### src/rtl/calendar_timer.sv
// calendar_timer: prescaled real-time calendar (sec/min/hour/day/mon/year)
// with Gregorian leap years, run/pause, validated load and per-second strobe.
// Optional alarm comparator: define CALENDAR_TIMER_ALARM_EN.
module calendar_timer #(
  parameter int unsigned TICKS_PER_SEC = 1,
  parameter int unsigned YEAR_W        = 14,
  parameter int unsigned YEAR_MAX      = 9999,
  parameter int unsigned RST_YEAR      = 2000
) (
  input  logic              clk,
  input  logic              glob_rst_n,
  input  logic              run,
  input  logic              load,
  input  logic [5:0]        ld_sec,
  input  logic [5:0]        ld_min,
  input  logic [4:0]        ld_hour,
  input  logic [4:0]        ld_day,
  input  logic [3:0]        ld_mon,
  input  logic [YEAR_W-1:0] ld_year,
`ifdef CALENDAR_TIMER_ALARM_EN
  input  logic [4:0]        al_hour,
  input  logic [5:0]        al_min,
  output logic              alarm,
`endif
  output logic [5:0]        sec,
  output logic [5:0]        min,
  output logic [4:0]        hour,
  output logic [4:0]        day,
  output logic [3:0]        mon,
  output logic [YEAR_W-1:0] year,
  output logic              sec_tick,
  output logic              load_err
);

  localparam int unsigned       PS_W    = (TICKS_PER_SEC > 1) ? $clog2(TICKS_PER_SEC) : 1;
  localparam logic [PS_W-1:0]   PS_LAST = PS_W'(TICKS_PER_SEC - 1);
  localparam logic [YEAR_W-1:0] YMAX    = YEAR_W'(YEAR_MAX);

  logic [PS_W-1:0]   r_ps;
  logic [5:0]        r_sec, r_min;
  logic [4:0]        r_hour, r_day;
  logic [3:0]        r_mon;
  logic [YEAR_W-1:0] r_year;
  logic              r_tick, r_load_err;

  logic              w_adv, w_ld_ok;
  logic [4:0]        w_dim, w_ld_dim;
  logic              w_c_sec, w_c_min, w_c_hour, w_c_day, w_c_mon;
  logic [5:0]        w_n_sec, w_n_min;
  logic [4:0]        w_n_hour, w_n_day;
  logic [3:0]        w_n_mon;
  logic [YEAR_W-1:0] w_n_year;

  function automatic logic is_leap(input logic [YEAR_W-1:0] y);
    int unsigned v;
    v = 32'(y);
    return (((v % 4) == 0) && ((v % 100) != 0)) || ((v % 400) == 0);
  endfunction

  function automatic logic [4:0] days_in_month(input logic [3:0] m, input logic [YEAR_W-1:0] y);
    case (m)
      4'd2:                     return is_leap(y) ? 5'd29 : 5'd28;
      4'd4, 4'd6, 4'd9, 4'd11:  return 5'd30;
      default:                  return 5'd31;
    endcase
  endfunction

  // Advance decision and load validation
  always_comb begin
    w_adv    = run && (r_ps == PS_LAST);
    w_dim    = days_in_month(r_mon, r_year);
    w_ld_dim = days_in_month(ld_mon, ld_year);
    w_ld_ok  = load
             && (ld_sec < 6'd60) && (ld_min < 6'd60) && (ld_hour < 5'd24)
             && (ld_mon != 4'd0) && (ld_mon <= 4'd12)
             && (ld_day != 5'd0) && (ld_day <= w_ld_dim)
             && (ld_year <= YMAX);
  end

  // Single-edge carry cascade: each field's next value depends on all lower carries
  always_comb begin
    w_c_sec  = (r_sec == 6'd59);
    w_c_min  = w_c_sec && (r_min == 6'd59);
    w_c_hour = w_c_min && (r_hour == 5'd23);
    w_c_day  = w_c_hour && (r_day == w_dim);
    w_c_mon  = w_c_day && (r_mon == 4'd12);
    w_n_sec  = w_c_sec ? '0 : r_sec + 6'd1;
    w_n_min  = w_c_sec ? ((r_min == 6'd59) ? '0 : r_min + 6'd1) : r_min;
    w_n_hour = w_c_min ? ((r_hour == 5'd23) ? '0 : r_hour + 5'd1) : r_hour;
    w_n_day  = w_c_hour ? ((r_day == w_dim) ? 5'd1 : r_day + 5'd1) : r_day;
    w_n_mon  = w_c_day ? ((r_mon == 4'd12) ? 4'd1 : r_mon + 4'd1) : r_mon;
    w_n_year = w_c_mon ? ((r_year == YMAX) ? '0 : r_year + YEAR_W'(1)) : r_year;
  end

  // Calendar registers, prescaler and strobes; a valid load overrides any advance
  always_ff @(posedge clk or negedge glob_rst_n) begin
    if (!glob_rst_n) begin
      r_ps       <= '0;
      r_sec      <= '0;
      r_min      <= '0;
      r_hour     <= '0;
      r_day      <= 5'd1;
      r_mon      <= 4'd1;
      r_year     <= YEAR_W'(RST_YEAR);
      r_tick     <= 1'b0;
      r_load_err <= 1'b0;
    end else begin
      r_load_err <= load && !w_ld_ok;
      if (w_ld_ok) begin
        r_ps   <= '0;
        r_sec  <= ld_sec;
        r_min  <= ld_min;
        r_hour <= ld_hour;
        r_day  <= ld_day;
        r_mon  <= ld_mon;
        r_year <= ld_year;
        r_tick <= 1'b0;
      end else begin
        r_tick <= w_adv;
        if (run) r_ps <= w_adv ? '0 : r_ps + PS_W'(1);
        if (w_adv) begin
          r_sec  <= w_n_sec;
          r_min  <= w_n_min;
          r_hour <= w_n_hour;
          r_day  <= w_n_day;
          r_mon  <= w_n_mon;
          r_year <= w_n_year;
        end
      end
    end
  end

`ifdef CALENDAR_TIMER_ALARM_EN
  logic r_alarm;
  logic w_al_hit;

  // Alarm matches the post-advance time, so only counting can reach it
  always_comb begin
    w_al_hit = w_adv && !w_ld_ok && (w_n_sec == 6'd0)
             && (w_n_min == al_min) && (w_n_hour == al_hour);
  end

  // Alarm strobe, timed like sec_tick
  always_ff @(posedge clk or negedge glob_rst_n) begin
    if (!glob_rst_n) r_alarm <= 1'b0;
    else             r_alarm <= w_al_hit;
  end

  assign alarm = r_alarm;
`endif

  assign sec      = r_sec;
  assign min      = r_min;
  assign hour     = r_hour;
  assign day      = r_day;
  assign mon      = r_mon;
  assign year     = r_year;
  assign sec_tick = r_tick;
  assign load_err = r_load_err;

endmodule

### config.mk
export PLATFORM = sky130hd
export DESIGN_NAME = calendar_timer
export DESIGN_NICKNAME = d
export VERILOG_FILES = /design/src/rtl/calendar_timer.sv
export SDC_FILE = /design/constraint.sdc
export NUM_CORES = 1
export LEC_CHECK = 0
export ABC_AREA = 1
export ABC_CLOCK_PERIOD_IN_PS = 9300
export BUFFER_PORTS_ARGS = -buffer_cell sky130_fd_sc_hd__buf_2
export CAP_MARGIN = 15
export CORE_MARGIN = 10
export CORE_UTILIZATION = 41
export CTS_BUF_LIST = sky130_fd_sc_hd__clkbuf_2 sky130_fd_sc_hd__clkbuf_4 sky130_fd_sc_hd__clkbuf_8
export DETAILED_ROUTE_END_ITERATION = 8
export HOLD_SLACK_MARGIN = 0.08
export MAX_ROUTING_LAYER = met4
export SLEW_MARGIN = 20
export SYNTH_ARGS = -nofsm -noshare
export SYNTH_HDL_FRONTEND = slang
export SYNTH_SLANG_ARGS = --single-unit
### constraint.sdc
create_clock -name clk -period 9.3 [get_ports clk]
set_clock_uncertainty 0.15 [all_clocks]
set_input_delay 0 -clock clk [delete_from_list [all_inputs] [get_ports clk]]
set_output_delay 0 -clock clk [all_outputs]
set_load 0.05 [all_outputs]
Yosys cells after proc, flatten, opt, wreduce, memory -nomap -nowiden
Index checks and enable logic that the tools add are counted.
- $add $sub $neg: 7
- $mul: 0
- divide/modulo/power cells: 4
- magnitude comparators: 6
- equality and inequality tests: 16
- shift operators: 0
- muxes and demuxes: 31
- bitwise gates (word level): 1
- reduce and logical (&&, ||, !) cells: 41
- operators by type and width (cell ; count):
    $logic_not A32 Y1 ; 4
    $mod A14 B7 Y32 const B ; 2
    $mod A14 B9 Y32 const B ; 2
    $reduce_bool A32 Y1 ; 2
    $mux W14 ; 4
    $mux W6 ; 7
    $mux W5 ; 8
    $eq A4 B4 Y1 const B ; 5
    $eq A4 B3 Y1 const B ; 4
    $logic_and A1 B1 Y1 ; 16
    $mux W4 ; 4
    $add A14 B1 Y14 const B ; 1
    $eq A14 B14 Y1 const B ; 1
    $le A14 B14 Y1 const B ; 1
    $reduce_bool A2 Y1 ; 7
    $add A6 B1 Y6 const B ; 2
    $eq A6 B6 Y1 const B ; 2
    $lt A6 B6 Y1 const B ; 2
    $add A5 B1 Y5 const B ; 2
    $reduce_and A2 Y1 ; 5
    $eq A4 B2 Y1 const B ; 2
    $pmux W2 S2 ; 2
    $reduce_or A4 Y1 ; 2
    $mux W1 ; 6
    12 further kinds ; 13
- flip-flop bits (word level): 43
- latch bits: 0
- memory bits (writable): 0
- ROM bits: 0
- bits of input ports: 44
- output and inout port bits: 42
- word-level logic and storage cells: 115
- memories: 0

Logic depth before layout (Yosys ltp)
- depth after elaboration: 12
- gate-level depth with buffers: 63
- mapped depth without buffers: 62

Least setup slack after synthesis
No wires, ideal clock.
- path type: input to register
- from: in ld_year[11]
- to: reg r_day[3], in the netlist day[3]
- library setup time: 120 ps
- arrival: 5622 ps
- required time: 9030 ps
- path slack: 3408 ps
- stages on the path: 49
- buffers on the path: 3
- cells stage by stage: nor2_1 a21oi_1 ha_1 o21ai_0 nand2_4 nor2_4 xor2_2 nand3_2 nand2_4 nand4_1 nand2_2 nand3_2 nand2_4 nand3_4 nand2_1 and2_1 buf_6 inv_2 [13 not listed] nand2_2 nor2_1 nand2_1 a21oi_1 nand2_1 nand2_1 nand3_1 nand2_1 a21oi_1 ha_1 a21oi_1 o2111ai_1 nand3_1 buf_2 o21ai_1 clkbuf_1 o22ai_1 a31o_2
- cells in the longest elaborated chain, start to end: 11
- elaborated cells between the ends (all ways): 16
- those cells by class: div (2); order compare (2); mux (3); reduce/logical (9)
- RTL lines (item ; RTL line ; RTL):
    from (decl) ; 19 ; input logic [YEAR_W-1:0] ld_year,
    $mod A14 B7 Y32 ; 57 ; return (((v % 4) == 0) && ((v % 100) != 0)) || ((v % 400) == 0);
    $reduce_bool A32 Y1 ; 57 ;
    $logic_and A1 B1 Y1 ; 57 ;
    $logic_or A1 B1 Y1 ; 57 ;
    $mux W1 ; 62 ; 4'd2: return is_leap(y) ? 5'd29 : 5'd28;
    $pmux W2 S2 ; 61 ; case (m)
    $le A5 B5 Y1 ; 76 ; && (ld_day != 5'd0) && (ld_day <= w_ld_dim)
    $logic_and A1 B1 Y1 ; 76 ;
    $logic_and A1 B1 Y1 * ; 77 ; && (ld_year <= YMAX);
    $reduce_bool A2 Y1 (no line) ; - ;
    $reduce_and A2 Y1 (no line) ; - ;
    to (signal assigned) ; 114 ; r_day <= ld_day;
    to (signal assigned) ; 125 ; r_day <= w_n_day;
    to (decl) ; 41 ; logic [4:0] r_hour, r_day;
Every way passes the cells marked *; elsewhere a longest branch is shown, timed or not.
A chain may end at the register's enable or synchronous reset.

Final worst setup path
- from: in ld_year[11]
- to: reg r_min[3], in the netlist min[3]
- cells in the longest elaborated chain, start to end: 11
- elaborated cells between the ends (all ways): 16
- those cells by class: div (2); order compare (2); mux (3); reduce/logical (9)
- RTL lines (item ; RTL line ; RTL):
    $mod A14 B7 Y32 ; 57 ;
    $reduce_bool A32 Y1 ; 57 ;
    $logic_and A1 B1 Y1 ; 57 ;
    $logic_or A1 B1 Y1 ; 57 ;
    $mux W1 ; 62 ;
    $pmux W2 S2 ; 61 ;
    $le A5 B5 Y1 ; 76 ;
    $logic_and A1 B1 Y1 ; 76 ;
    $logic_and A1 B1 Y1 * ; 77 ;
    $reduce_bool A2 Y1 (no line) ; - ;
    $reduce_and A2 Y1 (no line) ; - ;
    to (signal assigned) ; 112 ; r_min <= ld_min;
    to (signal assigned) ; 123 ; r_min <= w_n_min;
    to (decl) ; 40 ; logic [5:0] r_sec, r_min;
Marked as above.

==> impl_summary.md <==
Outcome
The flow ran to the end, and the final reports show no timing, DRC or antenna violations.

Clock network
The clock-pin transition on the worst setup and hold timing paths is around 90 ps. The maximum level of the CTS H-tree is 2. The clock sink total is between 40 and 50.

TritonCTS built the clock tree. The maximum number of buffers from clock root to sink is 2. The clock latency of the later-clocked register in the worst-skew pair is about 300 ps. Gates resized during post-CTS repair numbered 0. The clock tree root buffer cell is clkbuf_8.

The total clock buffers created by CTS is 5.

Setup path
The element type at the critical path end is a flip-flop. The critical path data arrival time is between 7000 and 8000 ps. The largest individual stage delay along the critical path comes from the cell nor2_1. The maximum single-stage delay on the critical path is approximately 540 ps. Along the worst path, the maximum fanout reaches 16. The worst setup path is launched from an input port.

At the worst endpoint, the required time is around 9400 ps. The start-to-end type of the worst setup path is input port to flip-flop. The dominant cell type by count on the critical path is nand2_1.

Synthesis
The post-synthesis instance total is between 900 and 1000. Of all flip-flops after synthesis, the portion carrying an async set or reset was 100%. In this run the cell area of the synthesized design comes to around 6000 um2.

The main flop type after synthesis is dfrtp_1. The synthesized area per cell is ~6.3 um2. In this run, distinct cell masters in the synthesized netlist total 57. When the netlist entered floorplanning its net count stood at ~1000. The number of enable-type register cells in the synthesized netlist is 0. The fraction of the yosys area taken by sequential cells is 18.1%.

The synthesis warning total is 0. The number of storage elements in the synthesis netlist is 43.

Route
The number of nets still failing antenna checks after routing is 0. The via-per-instance ratio is ~5.2. The first-iteration detailed-routing DRC count is approximately 430. The overall routed net length is 17.1 mm. The average detailed-routed wire length per instance is around 14 um. The number of optimization iterations in the first detailed-route pass is 5. After detailed routing, the number of remaining DRC violations is 0.

The routed via count is between 6000 and 7000.

Placement
Detailed placement finished with a half-perimeter wire length of around 14 mm. The total of buffers placed on input and output ports is 85. At the end of routability-driven placement, the weighted congestion stood at approximately 0.86. The placed instance count is about 1200.

STA
The achievable clock frequency is 129 MHz. The slew at the pin closest to its max-slew limit is 991 ps. The shortest clock period the worst path allows after layout is between 7000 and 8000 ps. The final number of max-transition violations is 0. In the final timing run, aggregate negative setup slack is 0 ps. Setup violations remaining at the end of the flow were counted as 0.

The period utilization is between 80% and 90%. Setup repair after global routing left no endpoint under its margin. The worst pin sits at a relative slew slack of around 34%. The number of hold-slack violations in the final timing report is 0.

Final layout
The final cell count without fillers is 1242. Measured on the finished design, the core utilization comes to 48.5%. The share of final-layout standard cells stronger than drive strength 1 is 23.1%. The number of diodes added for antenna fixing is 0.

The total area of sequential cells is between 1000 and 1500 um2. The filler cell count in the final layout is between 1500 and 2000. The final-stage net count is 1115. In the final layout, the multi-input gates occupy between 4000 and 5000 um2. From synthesis to final layout, the design area changed by 16.5%.

GRT
The initial antenna violation count is 0. The largest net degree at the start of global routing is 44. The final global-route overflow total is 0.

The number of global-route vias before repair is 6269. The first-pass GRT wire length is roughly 30 mm. For this run, the total global-route usage over all layers was measured as between 10% and 20%.

Power and ir drop
Power spread over the standard cell area amounts to between 200 and 250 nW/um2. The leakage power total is approximately 0.0037 uW. The worst supply voltage drop on vdd is 0.000116 V.

Floorplan
The total core area is between 10000 and 15000 um2. The die extent in y is between 100 and 150 um. The number of standard-cell rows in the floorplan is 44. From left edge to right edge, the die measures 141 um.

Once the floorplan was initialized, standard cells occupied around two fifths of the core. The overall die area is 19900 um2. between 80 and 90 I/O pins were placed.

Run
The max-cap check violation count is 0.

Worst hold path
The class of the tightest hold or removal check is input port to flip-flop.
through the flow:
step,hold WS [ps],worst slack (ps),area (um2),total power [uW]
6_report,110,1520,7000,1700
5_1_grt,145,603,7000,1890
4_1_cts,96.4,1600,7000,1710
3_5_place_dp,39.6,1790,6560,1570
3_3_place_gp,38.6,1960,6560,1570
2_1_floorplan,-446,3410,6010,1330
timing repair:
action | in CTS | in global routing
setup buffers | 0 | 0
hold buffers | 35 | 0
hold endpoints to repair | 70 | 0
flip-flops by register name, summed over array words and instances (netlist names):
register and flops:
year 14, mon 4, day 5, hour 5, sec_tick 1, load_err 1
r_ps 1, sec 6, min 6
worst max-delay path, delay by kind of cell:
family | cells | cell delay, ps
xor+xnor | 1 | 310
simple gates | 38 | 4720
compound gates | 8 | 890
fa+ha+maj | 1 | 280
buf+inv | 8 | 1650
layer usage:
metal,part of all wire [%],track usage (%)
met5,0,-
met4,1.2,3.97
met3,1.9,1.61
met2,48,28.9
met1,49,23.0
path summary, 6_finish.rpt:
kind	start	end	slack (ps)	cells past startpoint
setup / recovery	ld_year[11]	min[3]$_DFFE_PN0P_	1520	56
hold / removal	ld_year[10]	year[10]$_DFFE_PN1P_	110	5
setup reg to reg	year[10]$_DFFE_PN1P_	year[3]$_DFFE_PN0P_	3090	40
hold reg to reg	r_ps$_DFFE_PN0P_	r_ps$_DFFE_PN0P_	360	2
max in group asynchronous	glob_rst_n	year[12]$_DFFE_PN0P_	8110	2
min in group asynchronous	glob_rst_n	min[0]$_DFFE_PN0P_	250	2
synth_stat cells (2+ instances only):
cell type  instances  area share, %
dfstp_2            8            3.5
nand3_2            9            1.5
o21ai_1            4           0.33
buf_4              3           0.37
and2_1             4           0.42
o311ai_0           2           0.29
buf_2              6           0.50
nand4_1           76            7.9
nand3b_1           4           0.50
nor2_2             7           0.73
inv_2             17            1.1
nand3_4           10            2.9
nor2_1            60            3.7
a31o_2             2           0.29
nand2_1          254             16
nand2_4           13            2.4
o21ai_0           41            3.4
dfrtp_1           35             15
clkbuf_8           2           0.46
nor2_4            13            2.4
nand3_1           87            7.2
a31oi_1            6           0.62
or2_2              3           0.31
nor4_1             2           0.21
nor3_1            14            1.2
xnor2_1            3           0.44
o22ai_1            7           0.73
a21oi_1           18            1.5
o21ai_2            5           0.73
xor2_1            20            2.9
clkbuf_1           9           0.56
ha_1              14            2.9
o211ai_1           8            1.0
inv_1            105            6.6
a21oi_4            3           0.81
buf_6              2           0.37
nand2_2           50            5.2
o31ai_1            2           0.25
nand4_2            2           0.42
cells by family (layout without fill, tap and decap cells):
kind of cell,count (synthesis),after routing,share of synthesized area (%)
multiplexers,1,1,0.167
adder cells (fa/ha/maj),14,14,2.91
flip-flops,43,43,18.1
AND/OR/NAND/NOR,612,612,53.8
buffers and inverters,147,257,10.1
AO/OA/AOI/OAI,107,107,11.3
XOR/XNOR,24,24,3.62
cell usage in the layout (no fill, tap or decap), drive strengths merged, types with 4 or more instances in the layout:
master / Yosys / layout
nand3: 106 / 106
nand2: 317 / 317
a31oi: 6 / 6
dlygate4sd3: 0 / 35
nand3b: 4 / 4
nor2: 81 / 81
o211ai: 8 / 8
buf: 12 / 90
and2: 4 / 4
o22ai: 7 / 7
o21ai: 50 / 50
dfrtp: 35 / 35
dfstp: 8 / 8
nor3: 15 / 15
inv: 122 / 122
clkbuf: 11 / 6
xor2: 21 / 21
nand4: 78 / 78
a21oi: 21 / 21
or2: 4 / 4
ha: 14 / 14
report_power, final:
group / total [uW] / internal [uW] / leakage, uW / switching, uW
logic: 1280 / 413 / 0.00309 / 869
clock network: 125 / 55.5 / 0.0000446 / 69.0
registers: 297 / 235 / 0.000522 / 62.3
total: 1700 / 704 / 0.00365 / 1000
layout make-up:
cell class,count,area share (%)
multi-input combinational,758,61.7
sequential,43,15.5
clock inverter,2,0.179
inverter,124,6.67
clock buffer,6,1.09
timing repair buffer,125,11.6
tap,184,3.29
(Power assumes the default switching activity.)
